## config.mk

```make
export PLATFORM = sky130hd
export DESIGN_NAME = aes_dec_round_sched
export DESIGN_NICKNAME = d
export VERILOG_FILES = /design/src/rtl/aes_dec_round_sched.sv
export SDC_FILE = /design/constraint.sdc
export NUM_CORES = 1
export LEC_CHECK = 0
export BUFFER_PORTS_ARGS = -buffer_cell sky130_fd_sc_hd__buf_2
export CAP_MARGIN = 0
export CORE_AREA = 2 2 251 253
export CTS_CLUSTER_SIZE = 30
export DETAILED_ROUTE_END_ITERATION = 10
export DIE_AREA = 0 0 253 255
export MAX_ROUTING_LAYER = met4
export PLACE_DENSITY_LB_ADDON = 0.1
export SETUP_SLACK_MARGIN = 0.15
export SYNTH_ARGS = -nofsm -noshare
export SYNTH_HDL_FRONTEND = slang
export SYNTH_SLANG_ARGS = --single-unit
```

## constraint.sdc

```tcl
create_clock -name clk -period 3.6 [get_ports clk]
set_input_delay 0.36 -clock clk [delete_from_list [all_inputs] [get_ports clk]]
set_output_delay 0.36 -clock clk [all_outputs]
set_load 0.03 [all_outputs]
```

## src/rtl/aes_dec_round_sched.sv

```systemverilog
// aes_dec_round_sched: iterative AES-256 decryption round scheduler.
// It performs the initial AddRoundKey with rk[NR], then launches the shared
// inverse-round datapath once per round while stepping the round-key index
// from NR-1 down to 0. On the final round it tells the datapath to skip
// InvMixColumns. When the last round completes it registers the plaintext
// and emits a one-cycle out_ready pulse.
// Optional feature macro: AES_DEC_WATCHDOG_EN. When it is defined, a stalled
// datapath aborts the block with a one-cycle err pulse.
module aes_dec_round_sched #(
    parameter int NR       = 14,
    parameter int KIDX_W   = 4,
    parameter int WD_LIMIT = 15
) (
    input  logic              clk,
    input  logic              reset,
    input  logic [127:0]      in_data,
    input  logic              in_ready,
    output logic              busy,
    output logic [KIDX_W-1:0] rk_idx,
    input  logic [127:0]      rk_data,
    output logic [127:0]      rnd_data,
    output logic              rnd_ready,
    output logic              rnd_last,
    input  logic [127:0]      rnd_result,
    input  logic              rnd_done,
    output logic [127:0]      out_data,
    output logic              out_ready,
    output logic              err
);

    typedef enum logic [1:0] {S_IDLE, S_LAUNCH, S_WAIT, S_DONE} fsm_t;

    localparam logic [KIDX_W-1:0] LP_K_NR  = KIDX_W'(NR);
    localparam logic [KIDX_W-1:0] LP_K_NR1 = KIDX_W'(NR - 1);

    fsm_t              r_fsm, w_fsm_nxt;
    logic [127:0]      r_state;
    logic [KIDX_W-1:0] r_round;
    logic [KIDX_W-1:0] r_rk_idx;
    logic [127:0]      r_out_data;
    logic              r_out_ready;
    logic              r_err;

    logic w_accept, w_step, w_last, w_abort;
    logic w_busy, w_rnd_ready, w_rnd_last;

    assign w_accept = (r_fsm == S_IDLE) && in_ready;
    assign w_step   = (r_fsm == S_WAIT) && rnd_done;
    assign w_last   = (r_round == '0);

`ifdef AES_DEC_WATCHDOG_EN
    logic [4:0] r_wd;

    // Counts WAIT cycles without rnd_done; cleared on each launch.
    always_ff @(posedge clk or negedge reset) begin
        if (!reset)
            r_wd <= '0;
        else if (r_fsm == S_LAUNCH)
            r_wd <= '0;
        else if (r_fsm == S_WAIT && !rnd_done)
            r_wd <= r_wd + 5'd1;
    end

    // The abort fires on the WD_LIMIT-th stalled WAIT cycle.
    assign w_abort = (r_fsm == S_WAIT) && !rnd_done && (r_wd == 5'(WD_LIMIT - 1));
`else
    logic [4:0] w_unused_wd;
    assign w_unused_wd = 5'(WD_LIMIT);
    assign w_abort     = 1'b0;
`endif

    // FSM state register.
    always_ff @(posedge clk or negedge reset) begin
        if (!reset)
            r_fsm <= S_IDLE;
        else
            r_fsm <= w_fsm_nxt;
    end

    // Next-state logic and state-decoded outputs.
    always_comb begin
        w_fsm_nxt   = r_fsm;
        w_busy      = 1'b1;
        w_rnd_ready = 1'b0;
        w_rnd_last  = 1'b0;
        case (r_fsm)
            S_IDLE: begin
                w_busy = 1'b0;
                if (in_ready)
                    w_fsm_nxt = S_LAUNCH;
            end
            S_LAUNCH: begin
                w_rnd_ready = 1'b1;
                w_rnd_last  = w_last;
                w_fsm_nxt   = S_WAIT;
            end
            S_WAIT: begin
                w_rnd_last = w_last;
                if (rnd_done)
                    w_fsm_nxt = w_last ? S_DONE : S_LAUNCH;
                else if (w_abort)
                    w_fsm_nxt = S_IDLE;
            end
            S_DONE: begin
                w_fsm_nxt = S_IDLE;
            end
            default: begin
                w_fsm_nxt = S_IDLE;
            end
        endcase
    end

    // Block state, round counter, key index and registered results.
    always_ff @(posedge clk or negedge reset) begin
        if (!reset) begin
            r_state     <= '0;
            r_round     <= LP_K_NR1;
            r_rk_idx    <= LP_K_NR;
            r_out_data  <= '0;
            r_out_ready <= 1'b0;
            r_err       <= 1'b0;
        end else begin
            // The pulses are registered so they line up with the DONE / IDLE cycle.
            r_out_ready <= w_step && w_last;
            r_err       <= w_abort;
            if (w_accept) begin
                // Initial AddRoundKey uses rk[NR], which is presented while idle.
                r_state  <= in_data ^ rk_data;
                r_round  <= LP_K_NR1;
                r_rk_idx <= LP_K_NR1;
            end
            if (w_step) begin
                r_state <= rnd_result;
                if (w_last) begin
                    // Plaintext is loaded on entry to DONE so that it is valid
                    // in the same cycle as the out_ready pulse.
                    r_out_data <= rnd_result;
                end else begin
                    r_round  <= r_round - 1'b1;
                    r_rk_idx <= r_round - 1'b1;
                end
            end
            if (r_fsm == S_DONE || w_abort)
                r_rk_idx <= LP_K_NR;
        end
    end

    assign busy      = w_busy;
    assign rk_idx    = r_rk_idx;
    assign rnd_data  = r_state;
    assign rnd_ready = w_rnd_ready;
    assign rnd_last  = w_rnd_last;
    assign out_data  = r_out_data;
    assign out_ready = r_out_ready;
    assign err       = r_err;

endmodule

```

# [Yosys cells after proc, flatten, opt, wreduce, memory -nomap -nowiden]
# Cells that the tools add are included.
[op_classes] n_addsub=1 n_eq_ne=5 n_mux=16 bitwise_logic=1 n_reduce_logical=9
[ops] cell="$mux 128" count=2
[ops] cell="$xor 128x128->128" count=1
[ops] cell="$mux 4" count=7
[ops] cell="$pmux 2 s4" count=1
[ops] cell="$mux 2" count=3
[ops] cell="$eq 2x2->1 const B" count=2
[ops] cell="$logic_not 4->1" count=1
[ops] cell="$ne 2x2->1 const B" count=2
[ops] cell="$reduce_and 2->1" count=2
[ops] cell="$sub 4x1->4 const B" count=1
[ops] cell="$logic_and 1x1->1" count=3
[ops] cell="$mux 1" count=3
[ops] cell="$eq 2x1->1 const B" count=1
[ops] cell="$logic_not 2->1" count=1
[ops] cell="$reduce_bool 2->1" count=1
[ops] cell="$reduce_or 2->1" count=1
[totals] ff_bits=267

# [Depth between registers and ports, before layout]
# Gate-level depths: netlist of run 1.
[logic_depth] depth_word=6 depth_mapped=9 ltp_nobuf=5

# [Least setup slack after synthesis of run 1]
# OpenSTA, ideal clock, no wires.
[synth_timing] path_type="register to register" from="register r_fsm[0]" to="register r_out_data[100], in the netlist out_data[100]" setup_ns=0.125 arrival_time_ns=1.679 required_time_ns=3.475 path_slack_ns=1.796 stages_incl_launch_ff=9 n_path_buf=3 path_cell_list="dfrtp_1 > inv_1 > ha_1 > and2_1 > buf_2 > nand2_2 > buf_6 > buf_6 > mux2_2"
[synth_via] elab_chain_cells=3
[synth_rtl] item="start, declared" line_no="36" text="fsm_t r_fsm, w_fsm_nxt;"
[synth_rtl] item="start signal, assigned" line_no="77" text="r_fsm <= w_fsm_nxt;"
[synth_rtl] item="$eq 2x2->1" line_no="48" text="assign w_step = (r_fsm == S_WAIT) && rnd_done;"
[synth_rtl] item="$logic_and 1x1->1" line_no="48"
[synth_rtl] item="$reduce_and 2->1 (no source line)"
[synth_rtl] item="end signal, assigned" line_no="137" text="r_out_data <= rnd_result;"
[synth_rtl] item="end, declared" line_no="40" text="logic [127:0] r_out_data;"
# No other way between the ends.
# A chain may end at the register's enable or synchronous reset.

# [Final worst setup path of run 1]
[layout_timing] from="register r_fsm[0]" to="register r_out_data[62], in the netlist out_data[62]"
# Same word-level chain as after synthesis.

==> results of run 1 <==
area by class of cell:
type / instances / area (sq um) / area share (%)
clock inverters: 5 / 50.0 / 0.281
multi-input cells: 681 / 5290 / 29.7
diodes: 6 / 15.0 / 0.0844
well taps: 799 / 1000 / 5.62
repair buffers: 681 / 3620 / 20.3
flip-flops and latches: 267 / 6690 / 37.6
inverters: 10 / 37.5 / 0.211
clock buffers: 57 / 1090 / 6.13
cells in the final DEF, fill, tap and decap left out, drive strengths merged, types with 2 or more instances in the layout:
cell | netlist | layout
diode | 0 | 6
o21ai | 129 | 129
nor2 | 6 | 6
mux2 | 128 | 128
inv | 10 | 10
dlygate4sd3 | 0 | 9
dfrtp | 261 | 261
a211oi | 3 | 3
nand2 | 130 | 130
clkinv | 0 | 4
mux2i | 128 | 128
ha | 6 | 6
and2 | 3 | 3
a22oi | 2 | 2
nor3 | 4 | 4
dfstp | 6 | 6
clkbuf | 12 | 57
xor2 | 129 | 129
buf | 47 | 672
a21oi | 4 | 4
synthesized netlist by cell type, drive strengths merged:
cell type  instances
o32a               1
dfstp              6
clkbuf            12
xor2             129
conb               1
a211oi             3
or3b               1
nor2b              1
nor3b              1
mux2i            128
nor3               4
inv               10
ha                 6
a22oi              2
buf               47
nor2               6
and2               3
mux2             128
a2bb2oi            1
xnor2              1
a21oi              4
dfrtp            261
nand2            130
o21ai            129
a22o               1
a221o              1
metrics by stage:
| step | util (%) | std cells | hold slack [ns] | instance area [sq um] | total power, W |
|---|---|---|---|---|---|
| floorplan | - | 1017 | 0.0644 | 12400 | 0.00750 |
| global placement | 26.6 | 2429 | 0.483 | 16500 | 0.00939 |
| detailed placement | 26.6 | 2429 | 0.488 | 16500 | 0.00942 |
| CTS | 28.6 | 2500 | 0.000313 | 17800 | 0.0131 |
| global route | 28.6 | 2506 | 0.0286 | 17800 | 0.0136 |
| finish | 28.6 | 2506 | 0.0495 | 17800 | 0.0128 |
timing repair:
| item | 4_1_cts | 5_1_grt |
|---|---|---|
| endpoints found under the setup margin | 0 | 0 |
| hold buffers | 9 | 0 |
| hold endpoints to repair | 102 | 0 |
| buffers inserted | 0 | 0 |
cells by family (layout without fill, tap and decap cells):
group / after synthesis / after routing / synth area share [%]
other: 1 / 7 / 0.0303
and+or+nand+nor: 146 / 146 / 4.73
muxes: 256 / 256 / 22.0
DFF: 267 / 267 / 54.1
AOI/OAI and AO/OA: 142 / 142 / 6.02
xor gates and xnor gates: 130 / 130 / 9.21
buffers and inverters: 69 / 753 / 3.31
adders and majority gates: 6 / 6 / 0.607
worst max-delay path, stage by stage (launching register included):
cell,delay (ns)
dfrtp_1,0.41
inv_1,0.14
ha_1,0.27
and2_4,0.47
nand2_8,0.42
buf_4,0.36
mux2_2,0.29
state kept, by name (all words and copies together) (netlist names):
register   flops
r_round        4
r_fsm          2
out_data     128
out_ready      1
rk_idx         4
rnd_data     128
power by group through the flow:
stage               clock (W)  sequential, W  combinational, W
CTS                   0.00369        0.00428           0.00512
floorplan                   0        0.00584           0.00166
global route          0.00381        0.00438           0.00542
finish                0.00350        0.00427           0.00500
global placement            0        0.00431           0.00507
detailed placement          0        0.00431           0.00511
per-layer routing:
| layer | global-route usage, % | vias up | share of wire, % |
|---|---|---|---|
| met5 | - | - | 0 |
| met4 | 4.85 | 0 | 2.6 |
| met3 | 3.31 | 70 | 6.1 |
| met2 | 25.0 | 311 | 52 |
| met1 | 16.2 | 4762 | 39 |
| li1 | - | 4796 | - |
worst max path at each step:
stage                                     from                        end  slack, ns  cells past startpoint
after floorplan           r_fsm[0]$_DFFE_PN0P_  out_data[100]$_DFFE_PN0P_       1.80                      8
after global placement    r_fsm[0]$_DFFE_PN0P_   out_data[35]$_DFFE_PN0P_        1.0                      6
after detailed placement  r_fsm[0]$_DFFE_PN0P_   out_data[35]$_DFFE_PN0P_       0.95                      6
after CTS                 r_fsm[0]$_DFFE_PN0P_   out_data[23]$_DFFE_PN0P_       0.93                      6
after global routing      r_fsm[0]$_DFFE_PN0P_   out_data[60]$_DFFE_PN0P_       0.80                      6
final                     r_fsm[0]$_DFFE_PN0P_   out_data[62]$_DFFE_PN0P_       1.03                      6
==> impl_metrics.yaml, run 1 <==
run_status:
  status: "completed"
min_path:
  hold_path_depth: 3
  hp-class: "input pin to flip-flop"
  holdCritStartpoint: "rnd_result[119]"
  min_to: "rnd_data[119]$_DFFE_PN0P_"
pwr:
  power_switching_w: 0.00518
  power_frac_seq_pct: 33.4
  swShare_pct: 40.6
  peakVddDrop_mv: 0.289
  pwr-share-comb_pct: 39.2
  total_leakage_power_nw: 9.18
  clkPwrFrac_pct: 27.4
  power_density_nw_per_um2: 718
  internal_power_w: 0.00759
yosys:
  synth.largest_area_cell: "dfrtp_1"
  yosysTopAreaCellShare_pct: 52.8
  synth_seq_area_share_pct: 54.1
  synth_cell_types: 30
  synthTopCellsByArea: "dfrtp_1 (53%), mux2_2 (12%), mux2i_1 (10%)"
  synth_nets: 1411
  syn_inst: 1017
  synth-seq-cells: 267
  avgSynthCellArea_sq_um: 12.2
  yosysWarnings: 0
  syn-cell-area_sq_um: 12400
route:
  wl_per_cell_um: 18.7
  dr.pass1.iters: 5
  antenna_left: 0
  drc: 0
  num_vias: 9939
  drt-total-wl_um: 46900
  vias_per_cell: 3.97
  dr.first_iter.drc_count: 315
setup_path:
  r2r_start: "r_fsm[0]$_DFFE_PN0P_"
  rr_endpoint: "out_data[62]$_DFFE_PN0P_"
  required_ns: 4.00
  regToRegSetupSlack_ns: 1.03
  crit_fanout: 54
  critical_path_class: "flip-flop to flip-flop"
  endpoint_kind: "flip-flop"
  cp.arrival_ns: 2.97
  start_kind: "flip-flop"
  reg2reg_depth: 6
timing:
  fin_tns_setup_ns: 0
  fmax_ghz: 0.389
  layout_setup_ws_ns: 1.03
  rsz0062_at_grt: "no"
  slew_headroom_pct: 37.8
  worst_clock_skew_ns: 0.0150
  finalSetupViolations: 0
  tightest_slew_ns: 0.932
  fin_crit_sh_pct: 71.4
  finalMaxSlewViolations: 0
  hold_violations: 0
  fin_crit_ns: 2.57
cells_and_area:
  fin_nets: 2071
  fillers: 6729
  area_growth_pct: 43.8
  layout-drive-gt1-share_pct: 50.7
job:
  drv_cap: 0
floorplan:
  die_area_sq_um: 64500
  rows: 92
  die_w_um: 253
  pin_count: 653
  core-area_sq_um: 62200
  initial_core_util_pct: 19.9
  fp.dieH_um: 255
clock_tree:
  cts_sinks: 267
  clock_latency_ns: 0.53
  clkTransAtPathRegs_ns: 0.06
  clockRootBuffer: "clkbuf_16"
  htree_levels: 2
  cts_resized: 0
  ctsLongestPathBuffers: 3
  cts_tree: "done"
  cts_made_buffers: 36
place:
  hpwl_um: 35600
  numPortBuffers: 651
  dp_slack_ns: 0.952
  routabilityCongestion: 0.786
grt:
  grt_max_degree: 131
  grt_pass1_vias: 10400
  overflow: 0
  grt_usage_pct: 14.4
  antenna_found_initial: 6
  grt_pass1_wl_um: 67100
Power figures use the tool's default switching activity.
==> run 2: changes to the inputs <==
--- a/config.mk
+++ b/config.mk
@@ -5,12 +5,13 @@
 export SDC_FILE = /design/constraint.sdc
 export NUM_CORES = 1
 export LEC_CHECK = 0
+export ABC_AREA = 1
 export BUFFER_PORTS_ARGS = -buffer_cell sky130_fd_sc_hd__buf_2
 export CAP_MARGIN = 0
-export CORE_AREA = 2 2 251 253
+export CORE_AREA = 2 2 253 255
 export CTS_CLUSTER_SIZE = 30
 export DETAILED_ROUTE_END_ITERATION = 10
-export DIE_AREA = 0 0 253 255
+export DIE_AREA = 0 0 255 257
 export MAX_ROUTING_LAYER = met4
 export PLACE_DENSITY_LB_ADDON = 0.1
 export SETUP_SLACK_MARGIN = 0.15
==> constraint.sdc (replaced) <==
create_clock -name clk -period 2.15 [get_ports clk]
set_input_delay 0.215 -clock clk [delete_from_list [all_inputs] [get_ports clk]]
set_output_delay 0.215 -clock clk [all_outputs]
set_load 0.03 [all_outputs]
==> run 2 against run 1 <==
- setup slack got worse by 0.77 ns
- die area rose by 1.6%
- non-clock buffer count rose by 367
- sequential power rose by 81%
- first-iteration DRC count rose by 53%
- register-to-register slack got worse by 0.75 ns
- sequential cell count did not move
- hold slack got worse by 0.024 ns
- critical path type is now flip-flop to output pin
- critical endpoint is now rnd_last
- largest cell class is now buffers
- highest routed layer unchanged
==> impl_metrics.yaml, run 2 <==
run_status:
  status: "completed"
yosys:
  synthMostInstantiatedCell: "nand2_1"
  synth_cell_types: 25
  yosysWarnings: 0
  synth-seq-cells: 267
  synth_seq_area_share_pct: 56.4
  synth.largest_area_cell: "dfrtp_1"
  synthTopCellsByArea: "dfrtp_1 (55%), nand2_1 (16%), xor2_1 (9.5%)"
  synth_flop_cell: "dfrtp_1"
  ys_async_sr_fraction_pct: 100
  syn_inst: 1307
  syn-cell-area_sq_um: 11900
  avgSynthCellArea_sq_um: 9.08
  synth_nets: 1701
  yosysTopAreaCellShare_pct: 55.0
  netlist_top_cells_count: "nand2_1 (502), dfrtp_1 (261), xor2_1 (129)"
  synth_edf_count: 0
clock_tree:
  htree_levels: 2
  clock_latency_ns: 0.54
  ctsLongestPathBuffers: 3
  cts_made_buffers: 36
  cts_sinks: 267
  clockRootBuffer: "clkbuf_16"
  clkTransAtPathRegs_ns: 0.05
  cts_tree: "done"
setup_path:
  cp_cell_sequence: "inv_1 > ha_2 > nand2_4 > nor2_1 > buf_4"
  critical_path_class: "flip-flop to output pin"
  max_stage_delay_ns: 0.53
  endpoint_kind: "output pin"
  critical-path-slowest-cell: "dfstp_2"
  crit_fanout: 4
  cp.arrival_ns: 1.67
  required_ns: 1.93
  start_kind: "flip-flop"
route:
  wl_per_cell_um: 16.9
  drt-total-wl_um: 54000
  dr.pass1.iters: 4
  drc: 0
  antenna_left: 0
  num_vias: 12700
  vias_per_cell: 3.98
  dr.first_iter.drc_count: 482
timing:
  fin_tns_setup_ns: 0
  layout_setup_ws_ns: 0.264
  fin_crit_ns: 1.89
  rsz0062_at_grt: "no"
  slew_headroom_pct: 63.0
  worst_clock_skew_ns: 0.0190
  fin_crit_sh_pct: 87.7
  tightest_slew_ns: 0.555
  hold_violations: 0
  fmax_ghz: 0.530
  finalMaxSlewViolations: 0
  finalSetupViolations: 0
  whs_ns: 0.0254
min_path:
  hp-class: "input pin to flip-flop"
cells_and_area:
  multi_input_area_sq_um: 4670
  final_cell_mix: "buf_2 (649), nand2_1 (500), dlygate4sd3_1 (366)"
  fin_nets: 2719
  regArea_sq_um: 6690
  fillers: 6643
  layout-drive-gt1-share_pct: 32.0
  final_common_cell: "buf_2"
  area_growth_pct: 77.6
grt:
  met1_usage_pct: 18.1
  grt_pass1_wl_um: 79800
  grt_usage_pct: 16.4
  grt_pass1_vias: 13600
  antenna_found_initial: 2
  grtUsageMet3_pct: 4.26
  grt_max_degree: 62
  grtUsageMet2_pct: 28.4
  top_usage_layer: "met2"
  overflow: 0
floorplan:
  pin_count: 653
  die_area_sq_um: 65500
  initial_core_util_pct: 18.9
  rows: 92
  core-area_sq_um: 62700
  die_w_um: 255
  fp.dieH_um: 257
pwr:
  power_density_nw_per_um2: 1180
  internal_power_w: 0.0140
  peakVddDrop_mv: 0.517
  pwr-share-comb_pct: 44.5
  swShare_pct: 43.5
  clkPwrFrac_pct: 24.3
  power_frac_seq_pct: 31.2
  power_switching_w: 0.0108
  total_leakage_power_nw: 10.8
place:
  numPortBuffers: 651
  routabilityCongestion: 0.829
  hpwl_um: 37100
  dp_slack_ns: 0.000941
job:
  drv_cap: 0
## run 2: cell types whose count changed in the layout (fill, tap and decap cells not counted), sizes merged, moves of 54 or more
cell and change:
dlygate4sd3 +357, mux2 -128, mux2i -128, nand2 +374, nand3 +113, nor2 +54
## run 2: repair_timing
item / in CTS / in global routing
endpoints found under the hold margin: 349 / 0
resized for setup: 4 / 6
cloned: 1 / 1
setup endpoints to repair: 45 / 131
pin swaps: 1 / 0
hold buffers: 366 / 0
buffers inserted: 2 / 0
## run 2: through the flow
stage / area, sq um / cells / total power [W] / util [%]
2_1_floorplan: 11900 / 1307 / 0.0143 / -
3_3_place_gp: 16100 / 2763 / 0.0182 / 25.7
3_5_place_dp: 16100 / 2763 / 0.0182 / 25.7
4_1_cts: 21000 / 3195 / 0.0252 / 33.5
5_1_grt: 21100 / 3198 / 0.0264 / 33.6
6_report: 21100 / 3198 / 0.0248 / 33.6
## run 2: cell families (layout without fill, tap and decap cells)
group	count (synthesis)	count (layout)	share of synthesized area, %
and+or+nand+nor	680	680	23.0
DFF	267	267	56.4
AOI/OAI and AO/OA	135	135	5.99
xor gates and xnor gates	129	129	9.52
buffers and inverters	89	1132	4.50
adders and majority gates	6	6	0.633
other	1	3	0.0316
## run 2: critical path, delay by kind of cell, from the launching register on
| family | cells | cell delay (ns) |
|---|---|---|
| flops | 1 | 0.53 |
| buf+inv | 2 | 0.25 |
| fa+ha+maj | 1 | 0.23 |
| simple gates | 2 | 0.13 |
## run 2: worst paths after layout
check,from,end,slack (ns),depth (start not counted)
worst max-delay path,r_round[0]$_DFF_PN1_,rnd_last,0.26,5
worst max register to register,r_round[0]$_DFF_PN1_,out_data[127]$_DFFE_PN0P_,0.28,6
worst min-delay path,in_data[29],rnd_data[29]$_DFFE_PN0P_,0.03,4
worst min register to register,out_data[112]$_DFFE_PN0P_,out_data[112]$_DFFE_PN0P_,0.47,2
max in group asynchronous,reset,rnd_data[103]$_DFFE_PN0P_,1.14,4
min in group asynchronous,reset,rnd_data[101]$_DFFE_PN0P_,0.20,2
## run 2: area by class of cell
type | instances | area share [%]
Sequential cell | 267 | 31.7
Tap cell | 846 | 5.02
Multi-Input combinational cell | 951 | 22.2
Inverter | 21 | 0.410
Clock inverter | 7 | 0.451
Clock buffer | 56 | 5.06
Timing Repair Buffer | 1048 | 35.1
Antenna cell | 2 | 0.0237
## run 2: power by group through the flow
stage	clock (W)	sequential [W]	combinational (W)
6_report	0.00602	0.00773	0.0110
5_1_grt	0.00648	0.00796	0.0119
4_1_cts	0.00629	0.00775	0.0112
3_5_place_dp	0	0.00779	0.0104
3_3_place_gp	0	0.00779	0.0104
2_1_floorplan	0	0.0110	0.00327
## run 2: metal layers
metal / share of wire (%) / vias up
met3: 6.9 / 78
met2: 50 / 409
met4: 3.0 / 0
met1: 40 / 6028
li1: - / 6225
met5: 0 / -
